<file path="src/rtl/dcache_tbus_arb_pkg.sv">
// Shared definitions for the dcache trinity-bus arbiter: operation encodings,
// request ownership and the arbiter FSM states.
package dcache_tbus_arb_pkg;

    localparam int TBUS_OPTYPE_W = 2;

    localparam logic [TBUS_OPTYPE_W-1:0] TBUS_READ  = 2'b00;
    localparam logic [TBUS_OPTYPE_W-1:0] TBUS_WRITE = 2'b01;

    // Which requester currently owns the single in-flight transaction
    typedef enum logic [1:0] {
        NONE = 2'd0,
        LD   = 2'd1,
        ST   = 2'd2
    } owner_e;

    // IDLE picks a winner, REQ presents it to the dcache, WAIT holds until completion
    typedef enum logic [1:0] {
        IDLE = 2'd0,
        REQ  = 2'd1,
        WAIT = 2'd2
    } state_e;

endpackage

</file>
<file path="src/rtl/dcache_tbus_arb.sv">
// Arbitrates committed stores and loads onto the single dcache tbus request
// channel. One transaction is in flight at a time; loads win unless a store
// has been blocked long enough, and a flush silently kills an owned load.
module dcache_tbus_arb
    import dcache_tbus_arb_pkg::*;
#(
    parameter int STARVE_LIMIT = 8,
    parameter int CNT_W        = 4
) (
    input  logic                     clock,
    input  logic                     reset,

    input  logic                     sq2arb_tbus_index_valid,
    output logic                     sq2arb_tbus_index_ready,
    input  logic [63:0]              sq2arb_tbus_index,
    input  logic [63:0]              sq2arb_tbus_write_data,
    input  logic [63:0]              sq2arb_tbus_write_mask,
    output logic                     sq2arb_tbus_operation_done,

    input  logic                     ldu2arb_tbus_index_valid,
    output logic                     ldu2arb_tbus_index_ready,
    input  logic [63:0]              ldu2arb_tbus_index,
    output logic [63:0]              ldu2arb_tbus_read_data,
    output logic                     ldu2arb_tbus_operation_done,

    input  logic                     flush_valid,

    output logic                     arb2dc_tbus_index_valid,
    input  logic                     arb2dc_tbus_index_ready,
    output logic [63:0]              arb2dc_tbus_index,
    output logic [63:0]              arb2dc_tbus_write_data,
    output logic [63:0]              arb2dc_tbus_write_mask,
    output logic [TBUS_OPTYPE_W-1:0] arb2dc_tbus_operation_type,
    input  logic [63:0]              arb2dc_tbus_read_data,
    input  logic                     arb2dc_tbus_operation_done
);

    localparam logic [CNT_W-1:0] LIMIT = CNT_W'(STARVE_LIMIT);

    state_e           state_q,     state_d;
    owner_e           owner_q,     owner_d;
    logic [CNT_W-1:0] starveCnt_q, starveCnt_d;
    logic             kill_q,      kill_d;

    logic storeGrant;
    logic loadFlushed;
    logic doneFire;

    // A flush this cycle affects only a load that the arbiter currently owns
    assign loadFlushed = flush_valid && (owner_q == LD);
    assign doneFire    = (state_q == WAIT) && arb2dc_tbus_operation_done;

    // State, owner, starvation counter and kill flag registers
    always_ff @(posedge clock or posedge reset) begin
        if (reset) begin
            state_q     <= IDLE;
            owner_q     <= NONE;
            starveCnt_q <= '0;
            kill_q      <= 1'b0;
        end else begin
            state_q     <= state_d;
            owner_q     <= owner_d;
            starveCnt_q <= starveCnt_d;
            kill_q      <= kill_d;
        end
    end

    // Next-state logic: grant selection, request handshake, completion and flush handling
    always_comb begin
        state_d     = state_q;
        owner_d     = owner_q;
        kill_d      = kill_q;
        starveCnt_d = starveCnt_q;
        storeGrant  = 1'b0;

        case (state_q)
            IDLE: begin
                kill_d = 1'b0;
                if (sq2arb_tbus_index_valid && (starveCnt_q == LIMIT)) begin
                    owner_d    = ST;
                    state_d    = REQ;
                    storeGrant = 1'b1;
                end else if (ldu2arb_tbus_index_valid && !flush_valid) begin
                    owner_d = LD;
                    state_d = REQ;
                end else if (sq2arb_tbus_index_valid) begin
                    owner_d    = ST;
                    state_d    = REQ;
                    storeGrant = 1'b1;
                end
            end
            REQ: begin
                if (loadFlushed) begin
                    if (arb2dc_tbus_index_ready) begin
                        state_d = WAIT;
                        kill_d  = 1'b1;
                    end else begin
                        state_d = IDLE;
                        owner_d = NONE;
                    end
                end else if (arb2dc_tbus_index_ready) begin
                    state_d = WAIT;
                end
            end
            WAIT: begin
                if (arb2dc_tbus_operation_done) begin
                    state_d = IDLE;
                    owner_d = NONE;
                    kill_d  = 1'b0;
                end else if (loadFlushed) begin
                    kill_d = 1'b1;
                end
            end
            default: begin
                state_d = IDLE;
                owner_d = NONE;
                kill_d  = 1'b0;
            end
        endcase

        if (storeGrant) begin
            starveCnt_d = '0;
        end else if (sq2arb_tbus_index_valid && (owner_q != ST) && (starveCnt_q != LIMIT)) begin
            starveCnt_d = starveCnt_q + 1'b1;
        end
    end

    // Output muxing: present the owner's live payload in REQ and route completion back
    always_comb begin
        arb2dc_tbus_index_valid     = 1'b0;
        arb2dc_tbus_index           = '0;
        arb2dc_tbus_write_data      = '0;
        arb2dc_tbus_write_mask      = '0;
        arb2dc_tbus_operation_type  = TBUS_READ;
        sq2arb_tbus_index_ready     = 1'b0;
        ldu2arb_tbus_index_ready    = 1'b0;
        sq2arb_tbus_operation_done  = 1'b0;
        ldu2arb_tbus_operation_done = 1'b0;
        ldu2arb_tbus_read_data      = '0;

        if (state_q == REQ) begin
            arb2dc_tbus_index_valid = 1'b1;
            if (owner_q == ST) begin
                arb2dc_tbus_index          = sq2arb_tbus_index;
                arb2dc_tbus_write_data     = sq2arb_tbus_write_data;
                arb2dc_tbus_write_mask     = sq2arb_tbus_write_mask;
                arb2dc_tbus_operation_type = TBUS_WRITE;
                sq2arb_tbus_index_ready    = arb2dc_tbus_index_ready;
            end else if (owner_q == LD) begin
                arb2dc_tbus_index          = ldu2arb_tbus_index;
                ldu2arb_tbus_index_ready   = arb2dc_tbus_index_ready;
            end
        end

        if (doneFire && (owner_q == ST)) begin
            sq2arb_tbus_operation_done = 1'b1;
        end

        if (doneFire && (owner_q == LD) && !kill_q && !flush_valid) begin
            ldu2arb_tbus_operation_done = 1'b1;
            ldu2arb_tbus_read_data      = arb2dc_tbus_read_data;
        end
    end

    // Completion pulses are only legal while a transaction is outstanding
    doneOnlyInWait: assert property (@(posedge clock) disable iff (reset)
        arb2dc_tbus_operation_done |-> (state_q == WAIT));

    // A store request must stay up with a stable payload until it is accepted
    storeHeld: assert property (@(posedge clock) disable iff (reset)
        (sq2arb_tbus_index_valid && !sq2arb_tbus_index_ready) |=>
        (sq2arb_tbus_index_valid && $stable(sq2arb_tbus_index)));

    // A load request must stay up until accepted, unless a flush redirects the load unit
    loadHeld: assert property (@(posedge clock) disable iff (reset)
        (ldu2arb_tbus_index_valid && !ldu2arb_tbus_index_ready && !flush_valid) |=>
        (ldu2arb_tbus_index_valid && $stable(ldu2arb_tbus_index)));

endmodule

</file>
<file path="config.mk">
export PLATFORM = sky130hd
export DESIGN_NAME = dcache_tbus_arb
export DESIGN_NICKNAME = d
export VERILOG_FILES = /design/src/rtl/dcache_tbus_arb_pkg.sv /design/src/rtl/dcache_tbus_arb.sv
export SDC_FILE = /design/constraint.sdc
export NUM_CORES = 1
export LEC_CHECK = 0
export ABC_AREA = 1
export BUFFER_PORTS_ARGS = -buffer_cell sky130_fd_sc_hd__buf_2
export CAP_MARGIN = 20
export CORE_AREA = 2 2 231 233
export CTS_CLUSTER_DIAMETER = 50
export CTS_CLUSTER_SIZE = 10
export DETAILED_ROUTE_END_ITERATION = 10
export DIE_AREA = 0 0 233 235
export REMOVE_ABC_BUFFERS = 1
export SYNTH_ARGS = -nofsm -noshare
export SYNTH_HDL_FRONTEND = slang
export SYNTH_SLANG_ARGS = --single-unit
</file>
<file path="constraint.sdc">
create_clock -name clock -period 3.65 [get_ports clock]
set_input_delay 0.1825 -clock clock [delete_from_list [all_inputs] [get_ports clock]]
set_output_delay 0.1825 -clock clock [all_outputs]
set_load 0.03 [all_outputs]
</file>
==> results.cfg <==
[detailed_routing]
vias_per_cell = 3.08
firstDrtPassIters = 4
drt_iter0_drc = 161
wl_per_cell_um = 10.4
drc = 0
ant_nets = 0
drt_wl_total_um = 20400
route.vias.total = 6052

[final_layout]
final_common_cell = buf_2
final_cell_mix = buf_2, inv_1, nor2_1
drive_gt1_share_pct = 47.4
n_fill_cell = 6177
area_delta_synth_final_pct = 114
nNetsFinal = 1611

[clock_tree]
cts_setup_buffers = 0
numClockSinks = 9
cts-root-buf = clkbuf_16
cts_hold_buf = 1
cts_resized = 0
cts_tree = yes
insertion_delay_ns = 0.23
clk_pin_slew_ns = 0.04
ctsHtreeMaxLevel = 1
clk_path_buf_depth = 2
cts_buffers = 3

[timing]
fin_crit_ns = 2.72
skew_ns = 0.00111
setup_violations = 0
fin_crit_sh_pct = 74.4
final_hold_viol_count = 0
timing.fmax_mhz = 368
slew_headroom_pct = 43.7
timing.hold.ws_ns = 0.380
worst_slew_pin_slew_ns = 0.845
fin_tns_setup_ns = 0
slew_violations = 0
rsz0062_at_grt = no

[floorplan]
fp.dieW_um = 233
io_pins = 590
rows = 84
core-area_um2 = 52200
die-area_um2 = 54800
die_h_um = 235
initial_utilization_pct = 6.18

[power_and_ir_drop]
powerDensity_nw_per_um2 = 426
leakage_nw = 5.18
irDropWorstVdd_mv = 0.301

[place]
gp_congestion = 0.840
hpwl_um = 18000
portBuffers = 588

[global_routing]
grtUsageTotal_pct = 6.64
antenna_found_initial = 6
grt_max_degree = 129
grt_pass1_vias = 5342
grt_first_pass_wirelength_um = 28200
grt-ovfl-total = 0

[critical_path]
critPathKind = flip-flop to primary output
endpoint = ldu2arb_tbus_read_data[48]
cp_data_arrival_time_ns = 2.53
crit_fanout = 39
regToRegStartpoint = state_q[1]$_DFFE_PP0P_
critPathCaptureType = primary output
ff2ff_setup_slack_ns = 1.69
required_ns = 3.47
cp-start-kind = flip-flop
rr_endpoint = owner_q[1]$_DFFE_PP0P_
reg2reg_depth = 8
worstSetupStartpoint = state_q[0]$_DFFE_PP0P_

[yosys]
ys_seq_elements = 9
ys_seq_area_share_pct = 6.98
syn-mean-instance-area_um2 = 4.48
syn_area_um2 = 3230
synth_cell_types = 20
yosysWarnings = 0
synth_cells = 720

[min_path]
min_path_type = input port to flip-flop

[flow_run]
cap_violations = 0

[status]
status = finished clean
## stage by stage
step	power, mW	area [um^2]	worst slack, ns	cells	utilization (%)
5_1_grt	3.18	6890	0.681	1967	13.2
6_report	2.93	6890	0.933	1968	13.2
3_3_place_gp	2.77	6800	1.16	1961	13.0
2_1_floorplan	1.85	2900	-3.12	677	-
3_5_place_dp	2.77	6800	1.14	1961	13.0
4_1_cts	2.98	6890	0.899	1966	13.2
## cells in the mapped netlist (all sizes together)
cell type	count	area, um^2
inv	210	788
nor2	205	772
nand2	162	608
nand3	74	370
buf	41	323
dfrtp	9	225
ha	5	62.6
o21ai	3	15.0
a21oi	2	10.0
clkbuf	2	7.51
nand4	2	12.5
conb	1	3.75
nor3	1	5.00
o21bai	1	7.51
or2	1	6.26
xor2	1	8.76
## area by class of cell
| cell class | instances | area [um^2] | area share [%] |
|---|---|---|---|
| repair buffers | 597 | 3030 | 43.9 |
| inverters | 210 | 788 | 11.4 |
| flip-flops and latches | 9 | 225 | 3.27 |
| well taps | 688 | 861 | 12.5 |
| diodes | 2 | 5.00 | 0.0726 |
| multi-input cells | 458 | 1910 | 27.7 |
| clock buffers | 4 | 78.8 | 1.14 |
## critical path: stages, from the launching register on
cell	delay, ns
dfrtp_1	0.39
inv_1	0.09
ha_1	0.16
nand2_1	0.07
nor2_1	0.11
nand3_2	0.63
buf_4	0.49
nor2_1	0.11
buf_2	0.21
## sequential cells by signal, indices dropped and copies added (netlist names)
| signal | count |
|---|---|
| starveCnt_q | 4 |
| state_q | 2 |
| kill_q | 1 |
| owner_q | 2 |
## worst min-delay path by stage
stage | startpoint | end | cells after the start
floorplan | reset | kill_q$_DFFE_PP0P_ | 1
global placement | reset | starveCnt_q[2]$_DFFE_PP0P_ | 2
detailed placement | reset | starveCnt_q[2]$_DFFE_PP0P_ | 2
CTS | arb2dc_tbus_index_ready | state_q[1]$_DFFE_PP0P_ | 3
global route | sq2arb_tbus_index_valid | starveCnt_q[3]$_DFFE_PP0P_ | 5
finish | arb2dc_tbus_index_ready | state_q[1]$_DFFE_PP0P_ | 3
## routing by layer
metal	track usage, %	routed length (um)	vias up
met3	1.48	2060	26
met1	6.38	7050	2511
met5	0	9	-
met2	13.4	10600	397
met4	2.37	644	2
li1	-	-	3116
## where the power goes
| part | internal [mW] | total, mW | leakage, nW | switching, mW |
|---|---|---|---|---|
| Clock | 0.146 | 0.194 | 0.0382 | 0.0483 |
| Sequential | 0.134 | 0.174 | 0.119 | 0.0405 |
| Combinational | 0.672 | 2.57 | 5.02 | 1.89 |
## logic make-up after synthesis
logic type               share of synthesized area [%]
XOR/XNOR                                         0.272
AND/OR/NAND/NOR                                   55.0
other                                            0.116
adder cells (fa/ha/maj)                           1.94
AO/OA/AOI/OAI                                     1.01
buffers and inverters                             34.7
flip-flops                                        6.98
Power figures use the tool's default switching activity.
